### src/rtl/bp_nonsynth_commit_driver.sv
// bp_nonsynth_commit_driver: buffers {start pc, run length} descriptors and replays them as one commit packet per active cycle.
// Optional random commit stalls are enabled by defining BP_COMMIT_DRIVER_RAND_STALL_EN.
module bp_nonsynth_commit_driver #(
    parameter int          vaddr_width_p = 39,
    parameter int          dword_width_p = 64,
    parameter int          fifo_els_p    = 4,
    parameter int          gap_width_p   = 4,
    parameter logic [15:0] lfsr_seed_p   = 16'hACE1
) (
    input  logic                     clk_i,
    input  logic                     reset_li,
    input  logic                     freeze_i,
    input  logic                     entry_v_i,
    input  logic [vaddr_width_p-1:0] entry_pc_i,
    input  logic [7:0]               entry_len_i,
    output logic                     entry_ready_o,
    input  logic [gap_width_p-1:0]   gap_i,
    output logic [vaddr_width_p:0]   commit_pkt_o,
    output logic [dword_width_p-1:0] instret_cnt_o,
    output logic                     idle_o
);
    localparam int ptr_w = $clog2(fifo_els_p);

    typedef enum logic [1:0] {IDLE, ISSUE, GAP} state_e;

    state_e                   state, state_n;
    logic [vaddr_width_p-1:0] fifo_pc [fifo_els_p];
    logic [7:0]               fifo_len [fifo_els_p];
    logic [ptr_w:0]           wr_ptr, rd_ptr;
    logic [vaddr_width_p-1:0] cur_pc, head_pc;
    logic [7:0]               remaining, head_len;
    logic [gap_width_p-1:0]   gap_cnt;
    logic                     empty, full, enq, deq, fire, stall;

`ifdef BP_COMMIT_DRIVER_RAND_STALL_EN
    logic [15:0] lfsr;

    // Fibonacci LFSR (taps 16,14,13,11) free-running from the seed; low bits of zero stall a commit
    always_ff @(posedge clk_i or negedge reset_li) begin
        if (!reset_li) lfsr <= lfsr_seed_p;
        else lfsr <= {lfsr[14:0], lfsr[15] ^ lfsr[13] ^ lfsr[12] ^ lfsr[10]};
    end

    assign stall = lfsr[1:0] == 2'b00;
`else
    logic unused_seed;

    assign unused_seed = ^lfsr_seed_p;
    assign stall       = 1'b0;
`endif

    // Handshake, status and datapath enables derived from current state and FIFO pointers
    always_comb begin
        empty         = wr_ptr == rd_ptr;
        full          = (wr_ptr[ptr_w] != rd_ptr[ptr_w]) && (wr_ptr[ptr_w-1:0] == rd_ptr[ptr_w-1:0]);
        entry_ready_o = ~full;
        idle_o        = empty && state == IDLE;
        enq           = entry_v_i && ~full;
        deq           = state == IDLE && ~empty && ~freeze_i;
        fire          = state == ISSUE && ~freeze_i && ~stall;
        head_pc       = fifo_pc[rd_ptr[ptr_w-1:0]];
        head_len      = fifo_len[rd_ptr[ptr_w-1:0]];
    end

    // Descriptor storage; contents need no reset since the pointers define validity
    always_ff @(posedge clk_i) begin
        if (enq) begin
            fifo_pc[wr_ptr[ptr_w-1:0]]  <= entry_pc_i;
            fifo_len[wr_ptr[ptr_w-1:0]] <= entry_len_i;
        end
    end

    // FIFO pointers carry an extra wrap bit to tell full from empty
    always_ff @(posedge clk_i or negedge reset_li) begin
        if (!reset_li) begin
            wr_ptr <= '0;
            rd_ptr <= '0;
        end else begin
            if (enq) wr_ptr <= wr_ptr + (ptr_w+1)'(1);
            if (deq) rd_ptr <= rd_ptr + (ptr_w+1)'(1);
        end
    end

    // Replay FSM state register
    always_ff @(posedge clk_i or negedge reset_li) begin
        if (!reset_li) state <= IDLE;
        else state <= state_n;
    end

    // Next state: zero-length descriptors are popped without leaving IDLE; freeze holds every state
    always_comb begin
        state_n = state;
        case (state)
            IDLE:    state_n = (deq && head_len != 8'd0) ? ISSUE : IDLE;
            ISSUE:   state_n = !fire ? ISSUE : (gap_i != '0) ? GAP : (remaining != 8'd1) ? ISSUE : IDLE;
            GAP:     state_n = (freeze_i || gap_cnt != gap_width_p'(1)) ? GAP : (remaining != 8'd0) ? ISSUE : IDLE;
            default: state_n = IDLE;
        endcase
    end

    // Run datapath and registered commit packet; pc field holds its last value between commits
    always_ff @(posedge clk_i or negedge reset_li) begin
        if (!reset_li) begin
            cur_pc        <= '0;
            remaining     <= '0;
            gap_cnt       <= '0;
            commit_pkt_o  <= '0;
            instret_cnt_o <= '0;
        end else begin
            commit_pkt_o[vaddr_width_p] <= fire;
            if (deq) begin
                cur_pc    <= head_pc;
                remaining <= head_len;
            end
            if (fire) begin
                commit_pkt_o[vaddr_width_p-1:0] <= cur_pc;
                cur_pc        <= cur_pc + vaddr_width_p'(4);
                remaining     <= remaining - 8'd1;
                gap_cnt       <= gap_i;
                instret_cnt_o <= instret_cnt_o + dword_width_p'(1);
            end
            if (state == GAP && !freeze_i) gap_cnt <= gap_cnt - gap_width_p'(1);
        end
    end
endmodule

### config.mk
export PLATFORM = sky130hd
export DESIGN_NAME = bp_nonsynth_commit_driver
export DESIGN_NICKNAME = d
export VERILOG_FILES = /design/src/rtl/bp_nonsynth_commit_driver.sv
export SDC_FILE = /design/constraint.sdc
export NUM_CORES = 1
export LEC_CHECK = 0
export ABC_CLOCK_PERIOD_IN_PS = 7400
export BUFFER_PORTS_ARGS = -buffer_cell sky130_fd_sc_hd__buf_2
export CAP_MARGIN = 25
export CORE_MARGIN = 5
export CORE_UTILIZATION = 50
export CTS_CLUSTER_SIZE = 10
export DETAILED_ROUTE_END_ITERATION = 8
export GPL_ROUTABILITY_DRIVEN = 1
export PLACE_DENSITY = 0.71
export SYNTH_ARGS = -nofsm -noshare
export SYNTH_HDL_FRONTEND = slang
export SYNTH_SLANG_ARGS = --single-unit
### constraint.sdc
create_clock -name clk_i -period 7.4 [get_ports clk_i]
set_input_delay 1.48 -clock clk_i [delete_from_list [all_inputs] [get_ports clk_i]]
set_output_delay 1.48 -clock clk_i [all_outputs]
set_load 0.02 [all_outputs]
# Yosys cells after proc, flatten, opt, wreduce, memory -nomap -nowiden
# Memory sizes are Yosys's and may differ from the RTL's.
# Cells that the tools add are included.
[totals]
output_inout_bits = 106
mem_bits_rw = 188
latchBits = 0
mem_count = 2
rom_bits = 0
ff_bits = 163
input_bits = 55
[op_classes]
n_eq_ne = 7
bitwise = 3
reduce_logical = 16
order_cmp = 0
addsub = 6
mul = 0
n_shift = 0
mux = 15
div_mod_pow = 0
[memory_table]
columns = ["memory", "words", "width", "rd", "rd_ports_with_merged_regs", "wr", "line", "text"]
rows = [
  ["fifo_pc", 4, 39, 1, 0, 1, "27", "logic [vaddr_width_p-1:0] fifo_pc [fifo_els_p];"],
  ["fifo_len", 4, 8, 1, 0, 1, "28", "logic [7:0] fifo_len [fifo_els_p];"],
]
[op_table]
columns = ["operator", "count"]
rows = [
  ["39-bit two-way mux", 2],
  ["64-bit by 1-bit adder with 64-bit output (second input constant)", 1],
  ["39-bit by 3-bit adder with 39-bit output (second input constant)", 1],
  ["8-bit two-way mux", 2],
  ["8-bit nonzero test", 2],
  ["1-bit logical AND", 8],
  ["4-bit two-way mux", 2],
  ["8-bit by 1-bit != test with 1-bit output (second input constant)", 1],
  ["8-bit by 1-bit subtractor with 8-bit output (second input constant)", 1],
  ["3-bit by 1-bit adder with 3-bit output (second input constant)", 2],
  ["2-bit two-way mux", 3],
  ["2-bit one-hot mux with 3 select lines", 1],
  ["1-bit two-way mux", 5],
  ["4-bit by 1-bit != test with 1-bit output (second input constant)", 1],
  ["2-bit nonzero test", 2],
  ["4-bit nonzero test", 1],
  ["4-bit by 1-bit subtractor with 4-bit output (second input constant)", 1],
  ["3-bit equality test", 1],
  ["1-bit NOT", 3],
  ["2-bit by 1-bit equality test with 1-bit output (second input constant)", 1],
  ["2-bit equality test", 1],
  ["2-bit equality test (second input constant)", 1],
  ["2-bit logical NOT", 1],
  ["1-bit logical NOT", 1],
  ["2 further kinds", 2],
]

# Logic depth before layout (Yosys ltp)
[logic_depth]
depth_word = 7
ltp_mapped = 9
mapped_depth_nobuf = 6

# Worst setup path after synthesis
# No wires, ideal clock.
[synth_timing]
path_kind = "input to register"
start = "input entry_v_i"
end = "memory fifo_len[3][0] (enable)"
setup_time_ns = 0.411
t_arrival_ns = 3.022
setup_slack_ns = 3.968
stages = 2
required_ns = 6.989
path_cell_list = "a21boi_1 and2_1"
[synth_via]
elab_chain_cells = 3
[synth_lines]
columns = ["item", "line", "text"]
rows = [
  ["start: declaration", "13", "input logic entry_v_i,"],
  ["1-bit logical AND", "58", "enq = entry_v_i && ~full;"],
  ["1-bit two-way mux", "67", "if (enq) begin"],
  ["1-bit two-way mux (implied by the code)", "69", "fifo_len[wr_ptr[ptr_w-1:0]] <= entry_len_i;"],
  ["end: declaration", "28", ""],
]
# Every way passes these cells.

# Worst setup path after layout
[layout_timing]
start = "input freeze_i"
end = "register instret_cnt_o[59]"
[layout_via]
elab_chain_cells = 2
[layout_lines]
columns = ["item", "line", "text"]
rows = [
  ["start: declaration", "12", "input logic freeze_i,"],
  ["1-bit NOT", "60", "fire = state == ISSUE && ~freeze_i && ~stall;"],
  ["1-bit logical AND", "60", ""],
  ["end signal: assignment", "120", "instret_cnt_o <= instret_cnt_o + dword_width_p'(1);"],
  ["end: declaration", "19", "output logic [dword_width_p-1:0] instret_cnt_o,"],
]
# Every way passes these cells.
# A chain may end at the register's enable or synchronous reset.

==> results.yml <==
outcome:
  status: "complete, no violations"
route:
  drt_iter0_drc: 927
  via_count: 9901
  wl_um: 33600
  wl_per_cell_um: 19.8
  drt_first_pass_iters: 5
  ant_nets: 0
  via_per_inst: 5.83
  drc: 0
sta:
  slew_violations: 0
  rsz0062_at_grt: "false"
  tightest_slew_ns: 0.973
  period_needed_ns: 3.64
  setup_viol: 0
  fmax_ghz: 0.274
  tns_ns: 0
  relSlewSlack_pct: 34.6
  setup_ws_ns: 3.76
  finalCritPeriodShare_pct: 49.2
  timing_hold_violations_final: 0
  clock-skew-final_ns: 0.0150
layout:
  nNetsFinal: 1347
  final_cell_mix: "188 x edfxtp_1, 185 x nand2_1, 161 x dfrtp_1"
  layout-drive-gt1-share_pct: 22.0
  finalNonFillerCells: 1698
  final_common_cell: "edfxtp_1"
  syn_to_final_growth_pct: 16.1
  stdcell_area_um2: 17300
floorplanning:
  die_w_um: 183
  fp.dieArea_um2: 33300
  coreArea_um2: 29500
  num_rows: 63
  boundaryPins: 161
  die_y_um: 183
  start_util_pct: 50.5
global_routing:
  first_global_vias: 9659
  grt_overflow: 0
  antenna_found_initial: 3
  grt.total_usage_pct: 20.1
  busiest_layer: "met2"
  grt_pass1_wl_um: 53700
  use_met3_pct: 3.57
  grt_max_degree: 103
  grtUsageMet1_pct: 29.7
  grt_util_met2_pct: 31.4
worst_setup_path:
  required_ns: 7.84
  reg2reg_slack_ns: 4.21
  crit_arrival_ns: 4.08
  max_stage_delay_ns: 0.67
  startpoint_type: "input pin"
  criticalPathCategory: "in2reg"
  end_kind: "register"
  crit_path_cell_trace: "buf_2 -> or3b_4 -> buf_4 -> nor4_4 -> nand4_2 -> nor3_1 -> xor2_1"
  critPathMaxFanout: 48
  cp_slowest_cell: "nor4_4"
placement:
  gp_congestion: 0.864
  dp_hpwl_um: 21900
  io_buffers: 160
  placed_cells: 1625
  placed_area_um2: 16100
  dp_slack_ns: 3.24
synth:
  synth_nets: 1186
  postSynthCellCount: 1119
  synthDistinctLibCells: 61
  synth_area_per_cell_um2: 13.3
  ys_seq_area_share_pct: 65.3
  ys_ff_latch: 351
  async_reset_ff_share_pct: 46.4
  yosys_warnings: 0
  synth_ff_type: "edfxtp_1"
  synth_edf_count: 188
  synth_area_um2: 14900
clocking:
  post_cts_resized: 0
  clock-sinks: 351
  cts_buffers: 41
  cts_setup_buffers: 0
  cts_tree: "done"
  htree_num_levels: 2
  clk_path_buf_depth: 3
  cts_hold_buf: 0
  clk_latency_ns: 0.53
  clk_transition_reported_paths_ns: 0.05
  cts_root_buf: "clkbuf_16"
worst_hold_path:
  min_path_type: "reg2reg"
pwr:
  leakagePower_nw: 7.00
  finalPower_mw: 6.66
  p_per_area_nw_per_um2: 385
  vdd_drop_max_mv: 0.246
job:
  cap_violations: 0
-- per-stage QoR --
step | hold WS [ns] | util (%)
finish | 0.466 | 58.6
detailed placement | 0.458 | 54.4
floorplan | 0.439 | -
global route | 0.489 | 58.6
CTS | 0.474 | 58.5
global placement | 0.454 | 54.4
-- cell families (layout without fill, tap and decap cells) --
family | Yosys count | count (layout) | share of synthesized area [%]
other | 0 | 1 | 0
buffers and inverters | 79 | 267 | 2.18
XOR/XNOR | 76 | 76 | 4.47
adder cells (fa/ha/maj) | 12 | 12 | 1.01
multiplexers | 48 | 48 | 7.18
AND/OR/NAND/NOR | 415 | 415 | 13.9
AO/OA/AOI/OAI | 138 | 138 | 5.97
flip-flops | 351 | 351 | 65.3
-- layout make-up --
cell class	instances	area (um^2)
Antenna cell	1	2.50
Clock buffer	67	1140
Clock inverter	3	41.3
Fill cell	2339	12200
Inverter	23	86.3
Multi-Input combinational cell	689	4850
Sequential cell	351	9730
Tap cell	390	488
Timing Repair Buffer	174	940
-- worst paths after layout --
| kind | start | end | cells past startpoint |
|---|---|---|---|
| worst min-delay path | instret_cnt_o[63] | instret_cnt_o[63] | 1 |
| worst max register to register | state[0] | instret_cnt_o[59] | 6 |
| max in group asynchronous | reset_li | instret_cnt_o[62] | 3 |
| worst min register to register | instret_cnt_o[63] | instret_cnt_o[63] | 1 |
| worst max-delay path | freeze_i | instret_cnt_o[59] | 7 |
| min in group asynchronous | reset_li | gap_cnt[2] | 2 |
-- critical path: cells and delay by family --
kind,cells,cell delay (ns)
xor+xnor,1,0.18
simple gates,4,1.85
buf+inv,2,0.53
-- state kept, by name (all words and copies together), names as in the netlist --
name / flops
gap_cnt: 4
fifo_pc: 156
instret_cnt_o: 64
cur_pc: 39
remaining: 8
commit_pkt_o: 40
wr_ptr: 3
fifo_len: 32
rd_ptr: 3
state: 2
-- Yosys cell counts, drive strengths merged, types with 6 or more instances --
master	instances	area, um^2
a21oi	29	145
a22oi	12	90.1
a31oi	7	43.8
and2	10	62.6
and3	11	68.8
and4	12	105
buf	18	93.8
clkbuf	38	144
dfrtp	163	4080
edfxtp	188	5650
ha	12	150
inv	23	86.3
mux4	47	1060
nand2	185	694
nand3	39	195
nand4	37	253
nor2	42	158
nor3	34	175
nor4	23	184
o211ai	10	75.1
o21ai	39	195
o32ai	6	52.6
xnor2	41	359
xor2	35	307
-- power breakdown --
part	internal [mW]	total [mW]	switching [mW]
Clock	1.06	1.79	0.736
Sequential	2.59	2.97	0.376
Combinational	0.727	1.90	1.17
-- per-layer routing --
metal / wire, um / vias to the layer above / part of all wire [%]
met4: 740 / 4 / 2.2
met2: 15600 / 360 / 46
met5: 21 / - / 0.063
met3: 2590 / 64 / 7.7
met1: 14600 / 4967 / 44
li1: - / 4506 / -
Power figures use the tool's default switching activity.
